<file path="config.mk">
export PLATFORM = sky130hd
export DESIGN_NAME = draw_character
export DESIGN_NICKNAME = d
export VERILOG_FILES = /design/src/rtl/draw_character_pkg.sv /design/src/rtl/character_rom.sv /design/src/rtl/draw_character.sv
export SDC_FILE = /design/constraint.sdc
export NUM_CORES = 1
export LEC_CHECK = 0
export CORE_MARGIN = 4
export CORE_UTILIZATION = 42
export DETAILED_ROUTE_END_ITERATION = 8
export PLACE_DENSITY = 0.59
export SYNTH_ARGS = -nofsm -noshare
export SYNTH_HDL_FRONTEND = slang
export SYNTH_SLANG_ARGS = --single-unit
</file>
<file path="constraint.sdc">
create_clock -name Clock -period 6.1 [get_ports Clock]
set_input_delay 0.61 -clock Clock [delete_from_list [all_inputs] [get_ports Clock]]
set_output_delay 0.61 -clock Clock [all_outputs]
set_load 0.01 [all_outputs]
</file>
<file path="src/rtl/draw_character_pkg.sv">
// draw_character_pkg
// Shared definitions for the character lane drawer and its eraser:
// FSM state encoding, lane base-X table, lane geometry defaults,
// the transparent colour code and the default sprite image.
package draw_character_pkg;

  typedef enum logic [1:0] {
    S_IDLE   = 2'd0,
    S_DRAW   = 2'd1,
    S_FINISH = 2'd2
  } state_t;

  localparam int unsigned CHAR_W_DEF = 9;
  localparam int unsigned CHAR_H_DEF = 5;
  localparam int unsigned Y_BASE_DEF = 102;

  localparam logic [2:0] TRANSPARENT = 3'b111;

  // Sprite image: 64 entries x 3 bits, entry n at bits [3n +: 3].
  localparam int unsigned ROM_DEPTH = 64;
  localparam int unsigned ROM_BITS  = 3 * ROM_DEPTH;

  function automatic logic [7:0] lane_base_x(input logic [1:0] lane);
    case (lane)
      2'd0:    lane_base_x = 8'd6;
      2'd1:    lane_base_x = 8'd24;
      2'd2:    lane_base_x = 8'd78;
      default: lane_base_x = 8'd132;
    endcase
  endfunction

  // Default image: fully opaque 9x5 pattern, unused entries transparent.
  function automatic logic [ROM_BITS-1:0] make_default_sprite();
    logic [ROM_BITS-1:0] s;
    s = '1;
    for (int unsigned i = 0; i < CHAR_W_DEF * CHAR_H_DEF; i++) begin
      s[3*i +: 3] = 3'(i % 7);
    end
    return s;
  endfunction

  localparam logic [ROM_BITS-1:0] DEFAULT_SPRITE = make_default_sprite();

endpackage

</file>
<file path="src/rtl/character_rom.sv">
// character_rom
// Sprite colour storage with a registered read (one cycle latency).
// Ports:
//   Clock   - read clock
//   address - pixel index, row*CHAR_W + col
//   data    - 3-bit colour, valid the cycle after address is presented
module character_rom
  import draw_character_pkg::*;
#(
  parameter logic [ROM_BITS-1:0] CONTENTS = DEFAULT_SPRITE
) (
  input  logic       Clock,
  input  logic [5:0] address,
  output logic [2:0] data
);

  logic [2:0] mem [ROM_DEPTH];

  always_comb begin
    for (int unsigned i = 0; i < ROM_DEPTH; i++) begin
      mem[i] = CONTENTS[3*i +: 3];
    end
  end

  always_ff @(posedge Clock) begin
    data <= mem[address];
  end

endmodule

</file>
<file path="src/rtl/draw_character.sv">
// draw_character
// Draws a CHAR_W x CHAR_H sprite into one of four lanes on the VGA
// adapter, one pixel per clock in row-major order.
// Ports:
//   Clock       - rising-edge clock
//   Reset       - synchronous active-high reset
//   Start       - draw request, honoured only when idle and not busy
//   Position    - lane index 0..3; larger values finish without drawing
//   XOut, YOut  - pixel coordinate
//   Color       - pixel colour
//   Plot        - write enable (low for transparent pixels)
//   Busy        - draw in progress, includes the DoneDrawing cycle
//   DoneDrawing - one-cycle completion pulse
module draw_character
  import draw_character_pkg::*;
#(
  parameter int unsigned          CHAR_W = CHAR_W_DEF,
  parameter int unsigned          CHAR_H = CHAR_H_DEF,
  parameter int unsigned          Y_BASE = Y_BASE_DEF,
  parameter logic [ROM_BITS-1:0]  SPRITE = DEFAULT_SPRITE
) (
  input  logic       Clock,
  input  logic       Reset,
  input  logic       Start,
  input  logic [3:0] Position,
  output logic [7:0] XOut,
  output logic [6:0] YOut,
  output logic [2:0] Color,
  output logic       Plot,
  output logic       Busy,
  output logic       DoneDrawing
);

  localparam logic [7:0] COL_LAST = 8'(CHAR_W - 1);
  localparam logic [6:0] ROW_LAST = 7'(CHAR_H - 1);

  state_t     state, state_n;
  logic [7:0] col;
  logic [6:0] row;
  logic [1:0] lane;
  logic       accept;
  logic       last_pix;
  logic [5:0] rom_addr;
  logic [2:0] rom_data;

  // Stage aligned with the registered ROM read.
  logic       s1_v;
  logic [7:0] s1_x;
  logic [6:0] s1_y;

  // Busy also covers the DoneDrawing cycle, so a Start that arrives while
  // the FSM already sits in IDLE during that cycle must still be refused.
  assign accept   = (state == S_IDLE) && Start && !Busy;
  assign last_pix = (col == COL_LAST) && (row == ROW_LAST);
  assign rom_addr = 6'(row) * 6'(CHAR_W) + 6'(col);

  character_rom #(
    .CONTENTS (SPRITE)
  ) u_rom (
    .Clock   (Clock),
    .address (rom_addr),
    .data    (rom_data)
  );

  always_ff @(posedge Clock) begin
    if (Reset) state <= S_IDLE;
    else       state <= state_n;
  end

  // FINISH waits for the last pixel to leave the ROM stage so that
  // DoneDrawing lands one cycle after the last pixel on the outputs.
  always_comb begin
    state_n = state;
    case (state)
      S_IDLE: begin
        if (accept) state_n = (Position > 4'd3) ? S_FINISH : S_DRAW;
      end
      S_DRAW: begin
        if (last_pix) state_n = S_FINISH;
      end
      S_FINISH: begin
        if (!s1_v) state_n = S_IDLE;
      end
      default: state_n = S_IDLE;
    endcase
  end

  always_ff @(posedge Clock) begin
    if (Reset) begin
      col  <= '0;
      row  <= '0;
      lane <= '0;
    end else if (accept) begin
      col  <= '0;
      row  <= '0;
      lane <= Position[1:0];
    end else if (state == S_DRAW) begin
      if (col == COL_LAST) begin
        col <= '0;
        row <= row + 7'd1;
      end else begin
        col <= col + 8'd1;
      end
    end
  end

  always_ff @(posedge Clock) begin
    if (Reset) begin
      s1_v <= 1'b0;
      s1_x <= '0;
      s1_y <= '0;
    end else begin
      s1_v <= (state == S_DRAW);
      s1_x <= lane_base_x(lane) + col;
      s1_y <= 7'(Y_BASE) + row;
    end
  end

  always_ff @(posedge Clock) begin
    if (Reset) begin
      XOut        <= '0;
      YOut        <= '0;
      Color       <= '0;
      Plot        <= 1'b0;
      Busy        <= 1'b0;
      DoneDrawing <= 1'b0;
    end else begin
      Busy        <= s1_v || (state == S_FINISH);
      DoneDrawing <= (state == S_FINISH) && !s1_v;
      if (s1_v) begin
        XOut  <= s1_x;
        YOut  <= s1_y;
        Color <= rom_data;
        Plot  <= (rom_data != TRANSPARENT);
      end else begin
        Plot  <= 1'b0;
      end
    end
  end

endmodule

</file>
==> run metrics, run 1 <==
die area around 8500 um2; Area Overhead vs Synth 17.1%; antenna cells 0; die height roughly 90 um; Slew Limit Fails 0; Max Freq approximately 360 MHz; # IOs 28; first-pass GRT wire length between 9 and 10 mm; largest net degree at the start of global routing 44; IO buf count 27; CP most frequent cell ha_1; final net count between 300 and 400; FF-to-FF setup slack about 3.3 ns; Core ar. slightly below 7000 um2; GRT Total Usage between 10 and 15%; CTS resizes 0; Slew @ Worst Pin approximately 0.78 ns; Max IR drop VDD 0.0000856 V; post-route DRC violation count 0; hold crit path type flop to flop; WL/cell around 12 um; Rows 30; clock root buffer clkbuf_8; hold path cells 1; clk slew on worst S/H paths 0.06 ns; DPL Wire Length around 4.0 mm; vias in the first global route ~2.1k; clk sink count 59; routability cong. ~0.84; crit path DAT 2.98 ns; Fin Setup TNS 0 ns; Via density ~4.9; Post-CTS Hold Buffers 0; Crit Path Class flop to flop; Final Setup Violations 0; status completed; Yosys cell types 45; CP Launch Type flop; Syn Std Cell Area about 3000 um2; antenna violations before repair 0; Remaining Overflow, GRT 0; RR Endpoint u_rom.data[1]; commonest cells after routing, fill and taps aside dfxtp_1 (59), nor2_1 (59), clkdlybuf4s50_1 (27); Crit Path Max Fanout 7; Power Density between 200 and 250 nW/um2; Max Root-Sink Buffers 2; period utilisation layout between 40 and 50%; Mapped Nets approximately 360; Post-synth ARST share 0%; Max-slew headroom 48.1%; post-route cell area about 3500 um2; CP Buf/Inv Count 1; Max-Cap Viols 0; Skew-Pair Late Insertion Delay 0.33 ns; Leakage roughly 1.4 nW; Hold Vio Cnt, Final 0; Syn Area/Cell 9.18 um2; Routed WL 5.54 mm; delay-heaviest family, CP adder cells; Yosys reg bits 59; Hold Crit Start u_rom.data[1]; DRT iter0 DRCs 72; post-route antenna net violation count 0; Top FF cell, synth dfxtp_1; Post-CTS Setup Repair Bufs 0; CTS buffer count 9; crit end category flop; Cells after Synth 324; H-Tree Depth 3; sequential share of the synthesized area slightly below 40%; placed cell areas 3320 um2; clk_skew 0.00523 ns; TritonCTS clock tree done; Die W between 90 and 100 um; Hold WS ~0.46 ns; RSZ-0062 raised after global routing false; min Tclk post-route between 2 and 3 ns; yosys warns 0; DRT Pass-1 Iters 4; reg2reg path depth 9; Vias around 2.2k; Post-Route Utilization between 50% and 60%; worst endpoint required time 6.30 ns; crit path cell chain ha_1 > ha_1 > inv_1 > fa_1 > xnor2_1 > nor2_1 > a221o_1 > nor3_1 > a21oi_1; share of cells above drive strength 1 5.95%; Crit-path slowest cell xnor2_1; EDFF count, synth 0; Slowest Stage Delay on Critical Path approximately 0.46 ns; starting density of the core 43.5%; Hold EP Plot; Worst R2R Start col[1]
cell families (layout without fill, tap and decap cells):
logic type      count (synthesis)  after routing  share of synthesized area (%)
simple gates                  115            115                           18.4
buf+inv                        32             61                           4.29
compound gates                 38             38                           8.33
xor+xnor                       30             30                           9.30
mux                            21             21                           7.07
fa+ha+maj                      29             29                           12.9
flops                          59             59                           39.7
per-stage QoR:
step | power, mW | cells | worst slack [ns]
final | 0.741 | 449 | 3.32
after global routing | 0.779 | 449 | 3.09
after CTS | 0.753 | 449 | 3.31
after detailed placement | 0.454 | 434 | 3.33
after global placement | 0.453 | 434 | 3.40
after floorplan | 0.438 | 324 | 3.53
where the power goes:
part | internal (mW) | switching (mW)
clock | 0.153 | 0.143
sequential | 0.394 | 0.00491
combinational | 0.0206 | 0.0254
total | 0.568 | 0.174
cell type report:
type                            instances  area [um2]
Fill cell                             674        3350
Multi-Input combinational cell        233        1670
Sequential cell                        59        1180
Timing Repair Buffer                   29         285
Clock buffer                           10         138
Tap cell                               96         120
Inverter                               17        63.8
Clock inverter                          5        30.0
per-layer routing:
| layer | part of all wire (%) | up-vias | GRT usage, % |
|---|---|---|---|
| met5 | 0 | - | 0 |
| met2 | 44 | 40 | 20.9 |
| met4 | 1.5 | 0 | 6.93 |
| met3 | 4.2 | 8 | 3.77 |
| met1 | 50 | 999 | 19.2 |
| li1 | - | 1147 | - |
synth_stat cells (4+ instances only):
cell type	number	area (um2)
xnor2_1	15	131
xor2_1	14	123
nand3_1	4	20.0
ha_1	25	313
clkbuf_1	10	37.5
nor2b_1	5	31.3
nand4_1	5	31.3
dfxtp_1	59	1180
nor2_1	59	221
buf_1	4	15.0
inv_1	17	63.8
o21ai_0	4	20.0
a21oi_1	14	70.1
nand2_1	13	48.8
nor3_1	9	45.0
a21o_1	4	30.0
mux2i_1	21	210
sequential cells by signal, summed over array words and instances (netlist names):
name	cells
DoneDrawing	1
row	7
state	2
s1_v	1
lane	2
col	8
s1_x	8
Color	3
u_rom.data	3
YOut	7
Plot	1
XOut	8
Busy	1
s1_y	7
worst register-to-register path, cell delays in order, from the launching register on:
cell and delay [ns]:
dfxtp_1 0.39, ha_1 0.38, ha_1 0.19, inv_1 0.06, fa_1 0.42, xnor2_1 0.46
nor2_1 0.19, a221o_1 0.36, nor3_1 0.17, a21oi_1 0.05
worst max-delay path by stage:
stage	startpoint	end	slack, ns	depth (start not counted)
floorplan	row[1]	u_rom.data[1]	3.53	10
global placement	row[3]	u_rom.data[1]	3.40	8
detailed placement	row[1]	u_rom.data[1]	3.33	9
CTS	row[1]	u_rom.data[1]	3.31	9
finish	col[1]	u_rom.data[1]	3.32	9
global route	row[3]	u_rom.data[1]	3.09	8
Note: power is estimated with default switching activity, not from simulation.
==> inputs of run 2 (changes only) <==
clock period = 2.6 ns   (was 6.1 ns; I/O delays follow)
==> run metrics, run 2 (same netlist as run 1, synthesis figures left out) <==
final net count 400; period utilisation layout ~93%; Leakage around 1.5 nW; clk slew on worst S/H paths around 0.06 ns; Routed WL 5.76 mm; hold crit path type flop to flop; Max-slew headroom 68.8%; TritonCTS clock tree done; min Tclk post-route 2.42 ns; Power Density 534 nW/um2; crit path DAT around 2.7 ns; starting density of the core 43.5%; Slew @ Worst Pin 0.465 ns; clk_skew approximately 0.007 ns; RR Endpoint u_rom.data[2]; crit path launch row[1]; IO buf count 27; fillers ~660; FF-to-FF setup slack 0.18 ns; Vias between 2k and 2.5k; Area Overhead vs Synth 24.4%; routability cong. approximately 0.8; post-route antenna net violation count 0; clock root buffer clkbuf_8; DRT iter0 DRCs 63; Max-Cap Viols 0; Rows 30; first-pass GRT wire length 9.94 mm; post-route cell area between 3000 and 4000 um2; Core ar. roughly 7000 um2; Crit Path Max Fanout 4; die height just over 90 um; commonest non-fill, non-tap cell in the layout dfxtp_1; largest registers XOut: 8 flops, col: 8 flops, s1_x: 8 flops; GRT Total Usage between 10% and 20%; Crit-path slowest cell fa_1; antenna cells 0; DPL Wire Length roughly 4.3 mm; Slowest Stage Delay on Critical Path ~0.48 ns; # IOs 28; Setup crit end u_rom.data[2]; Slew Limit Fails 0; WL/cell around 12 um; vias in the first global route around 2.2k; Hold WS roughly 0.47 ns; status completed; Post-CTS Setup Repair Bufs 0; die area between 8000 and 9000 um2; antenna violations before repair 0; Pwr Total approximately 2 mW; Fin Setup TNS 0 ns; CP most frequent cell ha_1; share of cells above drive strength 1 approximately an eighth; Crit Path Class flop to flop; Via density between 4 and 5; crit end category flop; placed cell areas 3440 um2; RSZ-0062 raised after global routing false; CTS buffer count 9; Worst R2R Start row[1]; Post-Route Utilization 54.2%; Max Root-Sink Buffers 2; Die W approximately 92 um; Max Freq ~410 MHz; clk sink count 59; largest net degree at the start of global routing 42; worst endpoint required time 2.85 ns; CP Launch Type flop; commonest cells after routing, fill and taps aside dfxtp_1 (59), nor2_1 (58), clkdlybuf4s50_1 (27); DRT Pass-1 Iters 4; H-Tree Depth 3; Remaining Overflow, GRT 0; reg2reg path depth 8; Hold Vio Cnt, Final 0; Max IR drop VDD between 0.0002 and 0.00025 V; Final Setup Violations 0; crit path cell chain ha_1 > fa_1 > ha_1 > inv_1 > and3_1 > o21ai_0 > a211o_1 > a31oi_1; post-route DRC violation count 0; Skew-Pair Late Insertion Delay 0.33 ns
-- run 2: cell count changes in the layout (fill, tap and decap cells not counted), sizes merged --
cell | previous run | this run
clkbuf | 10 | 12
bufinv | 0 | 2
clkinv | 3 | 1
buf | 2 | 18
clkinvlp | 2 | 1
-- run 2: worst min-delay path by stage --
stage                     cells after the start          start  slack, ns       to
after detailed placement                      1  u_rom.data[1]       0.45     Plot
after CTS                                     1  u_rom.data[1]       0.46     Plot
after floorplan                               2    Position[1]       0.40  lane[1]
after global placement                        2        s1_y[0]       0.45  YOut[0]
final                                         2        s1_x[2]       0.47  XOut[2]
after global routing                          1  u_rom.data[1]       0.48     Plot
-- run 2: worst max-delay path, delay by kind of cell, from the launching register on --
kind / cells / cell delay [ns]
compound gates: 3 / 0.56
fa+ha+maj: 3 / 1.14
buf+inv: 1 / 0.11
flops: 1 / 0.33
simple gates: 1 / 0.21
-- run 2: timing repair --
item                                   CTS  global route
endpoints found under the hold margin    0             0
setup endpoints to repair                0             3
gates resized for setup                  0             8
hold buffers                             0             0
-- run 2: stage by stage --
stage          setup slack [ns]  std cells
6_report                  0.180        466
5_1_grt                 0.00211        466
4_1_cts                  0.0422        466
3_5_place_dp             0.0465        450
3_3_place_gp              0.117        450
2_1_floorplan            0.0307        324
-- run 2: area by class of cell --
cell class / count / area (um2) / area share [%]
inverters: 17 / 63.8 / 1.72
multi-input cells: 233 / 1700 / 46.0
repair buffers: 45 / 405 / 11.0
flip-flops and latches: 59 / 1180 / 31.9
clock inverters: 4 / 72.6 / 1.96
clock buffers: 12 / 155 / 4.19
well taps: 96 / 120 / 3.25
-- run 2: power breakdown --
group	internal (mW)	total, mW	switching, mW
combinational	0.0518	0.113	0.0609
clock	0.590	0.927	0.337
sequential	0.924	0.935	0.0108
total	1.57	1.97	0.409
-- run 2: routing by layer --
layer / global-route usage (%) / part of all wire [%]
met1: 19.1 / 50
met2: 23.0 / 46
met3: 2.79 / 2.6
met4: 8.04 / 1.6
met5: 0 / 0
==> inputs of run 3 (changes only) <==
PLACE_DENSITY = 0.7   (was 0.59)
==> run metrics, run 3 (same netlist as run 1, synthesis figures left out) <==
status completed; clk sink count about 60; Hold Vio Cnt, Final 0; commonest cells after routing, fill and taps aside dfxtp_1 (59), nor2_1 (57), clkdlybuf4s50_1 (27); Internal approximately 1.3 mW; Multi-input gate area between 1500 and 2000 um2; Pwr Total ~1.7 mW; Hold EP Plot; Post-CTS Hold Buffers 0; combinational share of power 6.5%; Max IR drop VDD around 0.00026 V; Rows 30; Post-Layout Cell Count approximately 470; DPL Wire Length around 4.2 mm; Core ar. ~6800 um2; GRT Total Usage approximately 15%; placed cell areas ~3400 um2; Vias 2360; Slew Limit Fails 0; hold crit path type flop to flop; clk slew on worst S/H paths ~0.070 ns; post-route cell area 3650 um2; largest net degree at the start of global routing 38; antenna violations before repair 0; Area Overhead vs Synth 22.6%; Placed Instances 450; starting density of the core between 40% and 50%; Crit Path Class flop to flop; DRT iter0 DRCs 67; Crit-path slowest cell fa_1; Max-slew headroom about two thirds; Hold WS ~0.46 ns; antenna cells 0; worst endpoint required time roughly 2.9 ns; die area around 8500 um2; routability cong. just under 0.9; largest registers XOut: 8 flops, col: 8 flops, s1_x: 8 flops; IO buf count 27; clock root buffer clkbuf_8; Die W between 90 and 100 um; Place WS -0.0220 ns; final net count 400; Flop pwr share a little over half; CP most frequent cell ha_1; share of cells above drive strength 1 roughly 12%; first-pass GRT wire length between 10 and 15 mm; CTS buffer count 9; vias in the first global route ~2.3k; Hold Crit Start u_rom.data[2]; period utilisation layout a little over nine tenths; Sw Ratio approximately a quarter; fillers between 600 and 700; # IOs 28; Slowest Stage Delay on Critical Path ~0.47 ns; Routed WL approximately 5.9 mm; post-route DRC violation count 0; CP Buf/Inv Count 1; clock network power share approximately two fifths; post-route antenna net violation count 0; die height slightly above 90 um; crit path DAT approximately 2.8 ns; Fin Setup TNS 0 ns; sw power 0.423 mW; Final WS setup around 0.087 ns; Post-Route Utilization 53.4%; H-Tree Depth 3; clk_skew between 0.005 and 0.006 ns; Crit Path Max Fanout 4; hold path cells 1; Max Root-Sink Buffers 2; commonest non-fill, non-tap cell in the layout dfxtp_1; Power Density 477 nW/um2; Remaining Overflow, GRT 0; Max-Cap Viols 0; reg2reg path depth 8; Worst R2R Start row[1]; Max Freq a little under 400 MHz; TritonCTS clock tree done; RR Endpoint u_rom.data[2]; crit path cell chain ha_1 > fa_1 > ha_1 > inv_1 > and3_1 > o21ai_0 > a211o_1 > a31oi_1; min Tclk post-route ~2.5 ns; Final Setup Violations 0; register area around 1200 um2; FF-to-FF setup slack a little under 0.09 ns; Leakage 1.45 nW; Slew @ Worst Pin slightly below 0.5 ns; Via density between 5 and 6; WL/cell between 10 and 15 um; DRT Pass-1 Iters 4; delay-heaviest family, CP adder cells; Skew-Pair Late Insertion Delay approximately 0.33 ns; CP Launch Type flop; crit end category flop
[run 3: changes by cell type in the layout (fill, tap and decap cells not counted), sizes merged]
cell,previous run,this run
bufinv,2,0
clkinv,1,3
clkbuf,12,11
clkinvlp,1,2
[run 3: cell type report]
class | count | area share, %
clock inverter | 5 | 0.823
inverter | 17 | 1.75
clock buffer | 11 | 3.60
timing repair buffer | 45 | 11.1
tap | 96 | 3.29
sequential | 59 | 32.4
multi-input combinational | 233 | 47.0
[run 3: how the worst max path moves through the flow]
stage | from | to | cells after the start
after detailed placement | row[1] | u_rom.data[1] | 9
after floorplan | row[1] | u_rom.data[1] | 10
final | row[1] | u_rom.data[2] | 8
after global routing | row[1] | u_rom.data[2] | 8
after CTS | row[0] | u_rom.data[0] | 8
after global placement | row[1] | u_rom.data[1] | 9
[run 3: timing repair]
| item | 4_1_cts | 5_1_grt |
|---|---|---|
| hold endpoints to repair | 0 | 0 |
| pin swaps | 0 | 2 |
| gates resized for setup | 1 | 9 |
| endpoints found under the setup margin | 1 | 3 |
| setup buffers | 0 | 0 |
[run 3: layer usage]
| metal | up-vias | wire [um] | track usage, % |
|---|---|---|---|
| met5 | - | 0 | 0 |
| met3 | 12 | 210 | 3.12 |
| met4 | 0 | 95 | 7.55 |
| met2 | 41 | 2740 | 23.4 |
| li1 | 1187 | - | - |
| met1 | 1120 | 2840 | 18.4 |
[run 3: power by group through the flow]
stage | Clock, mW | Combinational (mW) | Sequential [mW]
global route | 0.748 | 0.128 | 0.936
finish | 0.691 | 0.113 | 0.934
detailed placement | 0 | 0.113 | 0.955
floorplan | 0 | 0.0738 | 0.954
global placement | 0 | 0.111 | 0.954
CTS | 0.709 | 0.114 | 0.934
